## src/rtl/mudi_ctrl_pkg.sv

```systemverilog
// Shared encodings for the HI/LO sequencer: E-stage op codes, unit MDOp codes
// and the sequencer state type.
package mudi_ctrl_pkg;

    typedef enum logic [2:0] {
        MDC_MULT  = 3'd0,
        MDC_MULTU = 3'd1,
        MDC_DIV   = 3'd2,
        MDC_DIVU  = 3'd3,
        MDC_MTHI  = 3'd4,
        MDC_MTLO  = 3'd5,
        MDC_MFHI  = 3'd6,
        MDC_MFLO  = 3'd7
    } mdc_op_e;

    typedef enum logic [1:0] {
        MDOP_MULT  = 2'd0,
        MDOP_MULTU = 2'd1,
        MDOP_DIV   = 2'd2,
        MDOP_DIVU  = 2'd3
    } mdop_e;

    typedef enum logic [1:0] {
        ST_IDLE  = 2'd0,
        ST_ISSUE = 2'd1,
        ST_WAIT  = 2'd2
    } mdc_state_e;

    // Low four op codes go to the unit; their low two bits are the MDOp.
    function automatic logic is_unit_op(input logic [2:0] op);
        return (op[2] == 1'b0);
    endfunction

endpackage

```

## src/rtl/mudi_ctrl.sv

```systemverilog
// Sequencer between E-stage and the iterative mul/div unit: issues operations,
// owns HI/LO, stalls D-stage HI/LO users while busy, with watchdog and reset bridge.
module mudi_ctrl
    import mudi_ctrl_pkg::*;
#(
    parameter int TIMEOUT = 16,
    parameter int CNT_W   = 5
) (
    input  logic        clk,
    input  logic        rst_n,
    input  logic        req_valid,
    input  logic [2:0]  req_op,
    input  logic [31:0] req_a,
    input  logic [31:0] req_b,
    input  logic        d_is_md,
    output logic        stall,
    output logic [31:0] rd_data,
    output logic        md_start,
    output logic [1:0]  md_op,
    output logic [31:0] md_a,
    output logic [31:0] md_b,
    output logic        md_rst,
    input  logic        md_busy,
    input  logic [31:0] md_hi,
    input  logic [31:0] md_lo,
    output logic        err
);

    mdc_state_e        state_q, state_d;
    logic [CNT_W-1:0]  wdog_q, wdog_d;
    logic [31:0]       hi_q, hi_d;
    logic [31:0]       lo_q, lo_d;
    logic              err_q, err_d;
    logic [1:0]        rst_sync_q;

    // Unit reset asserts with rst_n and is held across the first edge after release.
    always_ff @(posedge clk or negedge rst_n) begin
        if (!rst_n) begin
            rst_sync_q <= 2'b11;
        end else begin
            rst_sync_q <= {rst_sync_q[0], 1'b0};
        end
    end

    assign md_rst   = rst_sync_q[1];
    assign md_start = req_valid & is_unit_op(req_op) & (state_q == ST_IDLE) & ~md_rst;
    assign md_op    = req_op[1:0];
    assign md_a     = req_a;
    assign md_b     = req_b;
    assign stall    = d_is_md & (md_start | (state_q != ST_IDLE));
    assign err      = err_q;

    always_comb begin
        rd_data = '0;
        if (req_valid) begin
            if (req_op == MDC_MFHI) begin
                rd_data = hi_q;
            end else if (req_op == MDC_MFLO) begin
                rd_data = lo_q;
            end
        end
    end

    always_comb begin
        state_d = state_q;
        wdog_d  = wdog_q;
        hi_d    = hi_q;
        lo_d    = lo_q;
        err_d   = err_q;
        case (state_q)
            ST_IDLE: begin
                wdog_d = '0;
                if (md_start) begin
                    state_d = ST_ISSUE;
                end else if (req_valid && req_op == MDC_MTHI) begin
                    hi_d = req_a;
                end else if (req_valid && req_op == MDC_MTLO) begin
                    lo_d = req_a;
                end
            end
            ST_ISSUE: begin
                // Busy has not risen yet in this cycle, so it is not looked at.
                wdog_d  = '0;
                state_d = ST_WAIT;
                if (req_valid) begin
                    err_d = 1'b1;
                end
            end
            ST_WAIT: begin
                if (req_valid) begin
                    err_d = 1'b1;
                end
                if (!md_busy) begin
                    hi_d    = md_hi;
                    lo_d    = md_lo;
                    state_d = ST_IDLE;
                end else if (wdog_q == CNT_W'(TIMEOUT)) begin
                    err_d   = 1'b1;
                    state_d = ST_IDLE;
                end else begin
                    wdog_d = wdog_q + 1'b1;
                end
            end
            default: begin
                state_d = ST_IDLE;
            end
        endcase
    end

    always_ff @(posedge clk or negedge rst_n) begin
        if (!rst_n) begin
            state_q <= ST_IDLE;
            wdog_q  <= '0;
            hi_q    <= '0;
            lo_q    <= '0;
            err_q   <= 1'b0;
        end else begin
            state_q <= state_d;
            wdog_q  <= wdog_d;
            hi_q    <= hi_d;
            lo_q    <= lo_d;
            err_q   <= err_d;
        end
    end

endmodule
```

## config.mk

```make
export PLATFORM = sky130hd
export DESIGN_NAME = mudi_ctrl
export DESIGN_NICKNAME = d
export VERILOG_FILES = /design/src/rtl/mudi_ctrl_pkg.sv /design/src/rtl/mudi_ctrl.sv
export SDC_FILE = /design/constraint.sdc
export NUM_CORES = 1
export LEC_CHECK = 0
export ABC_CLOCK_PERIOD_IN_PS = 2700
export CAP_MARGIN = 5
export CORE_MARGIN = 2
export CORE_UTILIZATION = 35
export DETAILED_ROUTE_END_ITERATION = 6
export DONT_BUFFER_PORTS = 1
export SYNTH_ARGS = -nofsm -noshare
export SYNTH_HDL_FRONTEND = slang
export SYNTH_SLANG_ARGS = --single-unit
```

## constraint.sdc

```tcl
create_clock -name clk -period 2.7 [get_ports clk]
set_input_delay 0.54 -clock clk [delete_from_list [all_inputs] [get_ports clk]]
set_output_delay 0.54 -clock clk [all_outputs]
set_load 0.01 [all_outputs]
```

==> results.tsv, run 1 <==
stage	metric	value	unit
yosys	Syn Std Cell Area	0.00480	sq mm
critical_path	cell depth of the worst setup path	3	
route	total DRC errors in the routed layout	0	
yosys	Mean Syn Cell Area	9.42	sq um
cts	post-CTS clock slew at the launch and capture registers of the worst setup and hold paths	0.06	ns
route	Met2 Routed Length	5.10	mm
critical_path	kind of end point of the critical path	output port	
cts	TritonCTS clock tree	built	
run_status	result of the run	finished clean	
die	area of the die	0.0147	sq mm
route	met1 layer wirelength in the final routing	4.66	mm
layout	number of filler cells placed in the layout	1364	
route	top sig layer	met4	
route	Routed Wire Length	10.9	mm
yosys	largest family of logic cells by synthesized area	buffers and inverters	
cts	clock buffer count from CTS	9	
layout	fin cells	621	
route	detailed-router iteration count before antenna repair	4	
route	detail-routed via count per cell	4.99	
worst_hold_path	type of the worst min-delay path	primary input to async pin	
cts	clock latency on the worst-skew pair	0.34	ns
global_route	pin count of the biggest net entering global routing	73	
yosys	number of distinct standard cells referenced by the synthesized netlist	38	
cts	number of clock sinks seen by CTS	74	
power_and_ir_drop	power density relative to cell area	1110	mW/mm^2
yosys	most used flip-flop cell after synthesis	dfrtp_1	
route	antenna-violating nets left	0	
cts	number of buffers on the longest clock path	2	
global_route	antenna violations before repair	2	
critical_path	buffer and inverter count on the worst path	1	
critical_path	Critical Path AT	1.74	ns
layout	ratio of cells with drive above 1 in the final layout	8.35	%
placed_design	pre-CTS worst setup slack	0.536	ns
timing	relative slew slack	62.6	%
die	die boundary height	121	microns
power_and_ir_drop	maximum ir drop on the vdd rail	437	uV
layout	layout net count	581	
timing	achievable clock frequency	0.439	GHz
yosys	cell count after synthesis	510	
critical_path	Slowest-stage cell, CP	and4bb_2	
yosys	number of enable-type register cells in the synthesized netlist	0	
critical_path	Required @ worst endpoint	2.16	ns
power_and_ir_drop	part of the total power dissipated in sequential elements	36.9	%
die	initial core utilization	36.0	%
power_and_ir_drop	cell-internal power	3.28	mW
die	core region area	0.0133	sq mm
route	average wire per cell in the routed design	17.5	microns
critical_path	Worst R2R Setup Slack	0.53	ns
placed_design	Buffers on Ports	0	
die	horizontal die dimension	121	microns
cts	clock root buffer	clkbuf_16	
yosys	Compound-Gate Fraction of Synth Area	14.9	%
critical_path	maximum fanout along the worst path	6	
run	number of max-capacitance violations reported	0	
critical_path	largest stage delay on the critical path	0.44	ns
route	wire length on met3	876	microns
yosys	share of the synthesized area in the top cell type	37.5	%
timing	time the final worst path needs with I/O delays and setup	2.28	ns
layout	multi-input combinational cell area	0.00203	sq mm
timing	summed negative setup slack over all endpoints	0	ns
yosys	post-synthesis mux area share	14.3	%
critical_path	cell-by-cell listing of the critical path	inv_1, ha_1, and4bb_2	
timing	number of pins with negative max-slew slack in the final report	0	
timing	slack of the critical path	0.420	ns
power_and_ir_drop	Sw Ratio	37.8	%
power_and_ir_drop	relative contribution of combinational cells to total power	42.6	%
cts	Post-CTS Repair Setup Buffers	0	
power_and_ir_drop	Pleak	2.13	nW
yosys	Simple-Gate Fraction of Synth Area	11.0	%
yosys	biggest area consumer among synthesized cells	dfrtp_1	
yosys	post-synthesis xor/xnor area fraction	0	%
critical_path	worst reg2reg path depth	6	
global_route	sum of overflow across all layers after global routing	0	
timing	slew at the pin closest to its max-slew limit	0.553	ns
cts	CTS-repair resized insts	0	
placed_design	weighted congestion at the end of routability-driven global placement	0.727	
power_and_ir_drop	switching power summed over all nets	1.99	mW
layout	Seq. cell area	0.00185	sq mm
route	count of vias placed by the detailed router	3099	
timing	number of hold violations in the final report	0	
critical_path	cell type group with the largest total delay on the critical path	simple AND/OR/NAND/NOR gates	
timing	RSZ-0062 raised after global routing	false	
yosys	total of warnings raised by yosys	0	
placed_design	HPWL after detailed placement	7.55	mm
critical_path	RR Startpoint	state_q[0]	
critical_path	Setup CP Type	flip-flop to output port	
global_route	GRT Util Overall	15.2	%
cts	CTS HTree Levels	3	
layout	final core utilization	35.7	%
yosys	sequential cell area fraction in the yosys report	38.6	%
timing	Setup violations, final	0	
layout	post-synthesis to final-layout area growth	-0.755	%
yosys	top area cells in the synthesized netlist	dfrtp_1 (38%), mux2i_1 (13%), buf_4 (10%)	
timing	skew final	0.00468	ns
yosys	Synth Register Bits	74	
yosys	adder-cell share of the synthesized area	1.82	%
die	row count	42	
placed_design	total placed cells including tap cells	602	
critical_path	crit start category	flip-flop	
yosys	share of synthesized registers carrying an async set or reset	100	%
power_and_ir_drop	Total Power Consumption	5.28	mW
die	num ports	238	
timing	final cycle utilization of the critical path	84.5	%
critical_path	reg-to-reg critical path endpoint	hi_q[21]	
global_route	first-pass GRT wire length	16.8	mm
power_and_ir_drop	clock group share of total power	20.5	%
global_route	vias in the first global route	3188	
route	DRT iter0 DRCs	112	
yosys	Synthesized Nets	653	
## layer usage
layer	up-vias	GRT usage, %
li1	1493	-
met1	1445	18.6
met2	135	24.3
met3	26	5.03
met4	0	7.04
met5	-	0
## layout make-up
class | instances | share of cell area [%]
clock inverters | 3 | 0.315
multi-input cells | 269 | 42.7
well taps | 176 | 4.62
inverters | 70 | 5.51
diodes | 2 | 0.105
flip-flops and latches | 74 | 38.9
clock buffers | 13 | 5.25
repair buffers | 14 | 2.62
## through the flow
step | hold slack [ns] | instance area (sq um)
CTS | 0.0220 | 4760
detailed placement | 0.246 | 4470
global route | 0.0239 | 4760
floorplan | 0.244 | 4800
finish | 0.0426 | 4770
global placement | 0.247 | 4470
## power by group through the flow
stage	combinational, mW	clock, mW	sequential (mW)
after global routing	2.54	1.17	2.01
after CTS	2.29	1.12	1.95
after global placement	2.16	0	1.93
after floorplan	2.03	0	1.88
final	2.25	1.08	1.94
after detailed placement	2.25	0	1.96
## cell usage in the layout, fill, tap and decap left out, types with 2 or more instances in the layout
cell / Yosys / layout
clkinv_2: 0 / 3
mux2_1: 2 / 2
a21boi_0: 2 / 2
buf_4: 67 / 13
mux2_2: 2 / 2
dfstp_2: 2 / 2
nor2_1: 4 / 4
a22o_1: 3 / 3
a21oi_1: 66 / 66
mux2i_1: 64 / 64
clkbuf_16: 0 / 9
a22oi_1: 33 / 33
nor2b_1: 64 / 64
diode_2: 0 / 2
inv_1: 70 / 70
a2111oi_4: 2 / 2
ha_1: 7 / 6
nand4_1: 2 / 2
clkbuf_1: 19 / 3
dfrtp_1: 72 / 72
## cell usage after synthesis, types with 3 or more instances
cell and count:
a22o_1 3, clkbuf_1 19, nor2b_1 64, buf_2 3
inv_1 70, buf_6 6, mux2i_1 64, a22oi_1 33
dfrtp_1 72, buf_4 67, nor2_1 4, a21oi_1 66
ha_1 7
## flip-flops by register name, summed over array words and instances (netlist names)
register	count
state_q	2
hi_q	32
wdog_q	5
rst_sync_q	2
err	1
lo_q	32
## worst reg2reg max path, cell delays in order, from the launching register on
cell and delay [ns]:
dfrtp_1 0.39, inv_1 0.12, ha_1 0.35, and4bb_2 0.37
a2111oi_4 0.23, buf_4 0.38, mux2i_1 0.26
## worst max path at each step
stage | endpoint | startpoint | slack [ns]
2_1_floorplan | rd_data[10] | req_op[0] | 0.66
4_1_cts | md_start | state_q[0] | 0.39
3_3_place_gp | hi_q[30] | state_q[0] | 0.62
6_report | md_start | state_q[0] | 0.42
3_5_place_dp | lo_q[13] | state_q[0] | 0.54
5_1_grt | md_start | state_q[0] | 0.32
## timing repair
item | 4_1_cts | 5_1_grt
hold buffers | 1 | 0
endpoints found under the setup margin | 0 | 0
endpoints found under the hold margin | 72 | 0
## logic make-up after synthesis
kind of cell | count (synthesis)
and+or+nand+nor | 82
muxes | 68
buffers and inverters | 167
other | 1
adders and majority gates | 7
AOI/OAI and AO/OA | 111
DFF | 74
Power figures use the tool's default switching activity.
==> inputs of run 2 (changes only) <==
- ABC_CLOCK_PERIOD_IN_PS: 2700 -> 2100
- clock period: 2.7 -> 2.1 ns (I/O delays scaled with it)
==> run 2 against run 1 <==
Against the previous run: global-route usage shrank 0.41 points; sequential power grew 29%; register-to-register slack lost 0.37 ns; largest power group unchanged; critical endpoint unchanged; via count shrank 0.16%; the run now ends with hold timing left; setup slack lost 0.33 ns; combinational power grew 35%; cell count grew 0.32%; largest cell class unchanged.
==> results.tsv, run 2 (synthesis results as in run 1) <==
stage	metric	value	unit	change
run_status	result of the run	complete, but fails checks		was finished clean
cts	Post-CTS Repair Setup Buffers	0		unchanged
critical_path	crit start category	flip-flop		unchanged
cts	number of buffers on the longest clock path	2		unchanged
timing	RSZ-0062 raised after global routing	false		unchanged
power_and_ir_drop	power density relative to cell area	1460	mW/mm^2	was 1110 mW/mm^2
timing	number of pins with negative max-slew slack in the final report	0		unchanged
placed_design	HPWL after detailed placement	7.43	mm	was 7.55 mm
global_route	antenna violations before repair	3		was 2
cts	number of clock sinks seen by CTS	74		unchanged
critical_path	cell-by-cell listing of the critical path	inv_1, ha_4, and4bb_2, buf_4		was inv_1, ha_1, and4bb_2
timing	slack of the critical path	0.0939	ns	was 0.420 ns
power_and_ir_drop	switching power summed over all nets	2.60	mW	was 1.99 mW
layout	final core utilization	36.3	%	was 35.7%
cts	post-CTS clock slew at the launch and capture registers of the worst setup and hold paths	0.06	ns	about the same
cts	TritonCTS clock tree	built		unchanged
critical_path	kind of end point of the critical path	output port		unchanged
power_and_ir_drop	clock group share of total power	21.5	%	was 20.5%
global_route	GRT Util Overall	14.8	%	was 15.2%
placed_design	Buffers on Ports	0		unchanged
die	area of the die	0.0147	sq mm	unchanged
power_and_ir_drop	part of the total power dissipated in sequential elements	35.5	%	was 36.9%
route	count of vias placed by the detailed router	3094		was 3099
route	total DRC errors in the routed layout	0		unchanged
layout	most frequent standard cell in the layout excluding fill and tap cells	dfrtp_1		unchanged
cts	CTS HTree Levels	3		unchanged
critical_path	Slowest-stage cell, CP	dfrtp_1		was and4bb_2
layout	biggest regs	hi_q: 32 flops, lo_q: 32 flops, wdog_q: 5 flops		unchanged
placed_design	pre-CTS worst setup slack	0.0241	ns	was 0.536 ns
cts	clock root buffer	clkbuf_16		unchanged
power_and_ir_drop	relative contribution of combinational cells to total power	43.1	%	was 42.6%
route	DRT iter0 DRCs	85		was 112
die	initial core utilization	36.0	%	unchanged
route	detailed-router iteration count before antenna repair	4		unchanged
die	die boundary height	121	microns	unchanged
timing	Setup violations, final	0		unchanged
cts	clock buffer count from CTS	9		unchanged
power_and_ir_drop	maximum ir drop on the vdd rail	748	uV	was 437 uV
critical_path	Critical Path AT	1.59	ns	was 1.74 ns
placed_design	weighted congestion at the end of routability-driven global placement	0.727		about the same
critical_path	maximum fanout along the worst path	5		was 6
timing	Fin Hold WS	-0.232	ns	was 0.0426 ns
global_route	vias in the first global route	3333		was 3188
critical_path	largest stage delay on the critical path	0.43	ns	was 0.44 ns
route	average wire per cell in the routed design	17.1	microns	was 17.5 microns
worst_hold_path	type of the worst min-delay path	primary input to async pin		unchanged
die	horizontal die dimension	121	microns	unchanged
critical_path	buffer and inverter count on the worst path	2		was 1
die	row count	42		unchanged
run	number of max-capacitance violations reported	0		unchanged
timing	final cycle utilization of the critical path	95.5	%	
timing	number of hold violations in the final report	74		was 0
timing	time the final worst path needs with I/O delays and setup	2.01	ns	
die	num ports	238		unchanged
route	detail-routed via count per cell	4.97		was 4.99
global_route	sum of overflow across all layers after global routing	0		unchanged
global_route	first-pass GRT wire length	16.7	mm	was 16.8 mm
global_route	pin count of the biggest net entering global routing	102		was 73
power_and_ir_drop	Sw Ratio	36.8	%	was 37.8%
layout	most used cells in the layout excluding fill and tap cells	dfrtp_1 (72), inv_1 (69), a21oi_1 (66)		was dfrtp_1 (72), inv_1 (70), a21oi_1 (66)
critical_path	cell type group with the largest total delay on the critical path	flip-flops		was simple AND/OR/NAND/NOR gates
route	Routed Wire Length	10.6	mm	was 10.9 mm
route	antenna-violating nets left	0		unchanged
power_and_ir_drop	Pleak	2.15	nW	was 2.13 nW
timing	achievable clock frequency	0.498	GHz	
layout	post-synthesis to final-layout area growth	0.860	%	was -0.755%
cts	clock latency on the worst-skew pair	0.34	ns	about the same
die	core region area	0.0133	sq mm	unchanged
critical_path	Required @ worst endpoint	1.68	ns	was 2.16 ns
layout	ratio of cells with drive above 1 in the final layout	9.46	%	was 8.35%
critical_path	Setup CP Type	flip-flop to output port		unchanged
layout	layout net count	582		was 581
timing	skew final	0.00407	ns	was 0.00468 ns
power_and_ir_drop	cell-internal power	4.47	mW	was 3.28 mW
run_status	failing checks	hold timing		
timing	summed negative setup slack over all endpoints	0	ns	unchanged
run 2: cell count changes in the layout (fill, tap and decap cells not counted), sizes merged:
| cell | delta |
|---|---|
| bufinv | +1 |
| clkinv | +1 |
| buf | +1 |
| clkinvlp | +1 |
| clkbuf | -3 |
| diode | +1 |
run 2: power groups by stage:
stage | clock network [mW] | registers, mW | logic (mW)
floorplan | 0 | 2.42 | 2.60
global placement | 0 | 2.50 | 2.93
detailed placement | 0 | 2.53 | 3.06
CTS | 1.56 | 2.51 | 3.07
global route | 1.62 | 2.59 | 3.42
finish | 1.52 | 2.51 | 3.04
run 2: area by class of cell:
type                       instances  area (sq um)
tap                              176           220
clock inverter                     6          57.6
fill                            1363          8500
timing repair buffer              15           166
sequential                        74          1850
antenna                            3          7.51
clock buffer                      10           229
multi-input combinational        269          2050
inverter                          70           263
run 2: per-stage QoR:
| stage | cell area (sq um) | instances | total power [mW] | hold slack (ns) |
|---|---|---|---|---|
| 3_3_place_gp | 4530 | 604 | 5.44 | 0.126 |
| 4_1_cts | 4820 | 620 | 7.14 | -0.244 |
| 2_1_floorplan | 4800 | 510 | 5.02 | 0.124 |
| 3_5_place_dp | 4530 | 604 | 5.59 | 0.127 |
| 5_1_grt | 4840 | 622 | 7.63 | -0.253 |
| 6_report | 4840 | 623 | 7.07 | -0.232 |
run 2: final timing paths:
kind	startpoint	to	slack [ns]	cells past startpoint
worst max-delay path	state_q[1]	md_start	0.09	4
min in group clk	req_valid	err	0.27	2
worst max register to register	state_q[0]	lo_q[16]	0.16	6
max in group asynchronous	rst_n	rst_sync_q[1]	2.13	0
worst min-delay path	rst_n	hi_q[12]	-0.23	0
worst min register to register	rst_sync_q[0]	rst_sync_q[1]	0.36	0
run 2: metal layers:
| layer | GRT usage [%] | up-vias | wire, microns |
|---|---|---|---|
| li1 | - | 1487 | - |
| met1 | 17.9 | 1459 | 4480 |
| met2 | 23.9 | 124 | 5090 |
| met3 | 4.75 | 24 | 838 |
| met4 | 6.97 | 0 | 218 |
| met5 | 0 | - | 0 |
run 2: what timing repair did:
item | CTS | global route
gates resized for setup | 1 | 4
endpoints found under the hold margin | 74 | 74
endpoints found under the setup margin | 1 | 15
pin swaps | 1 | 1
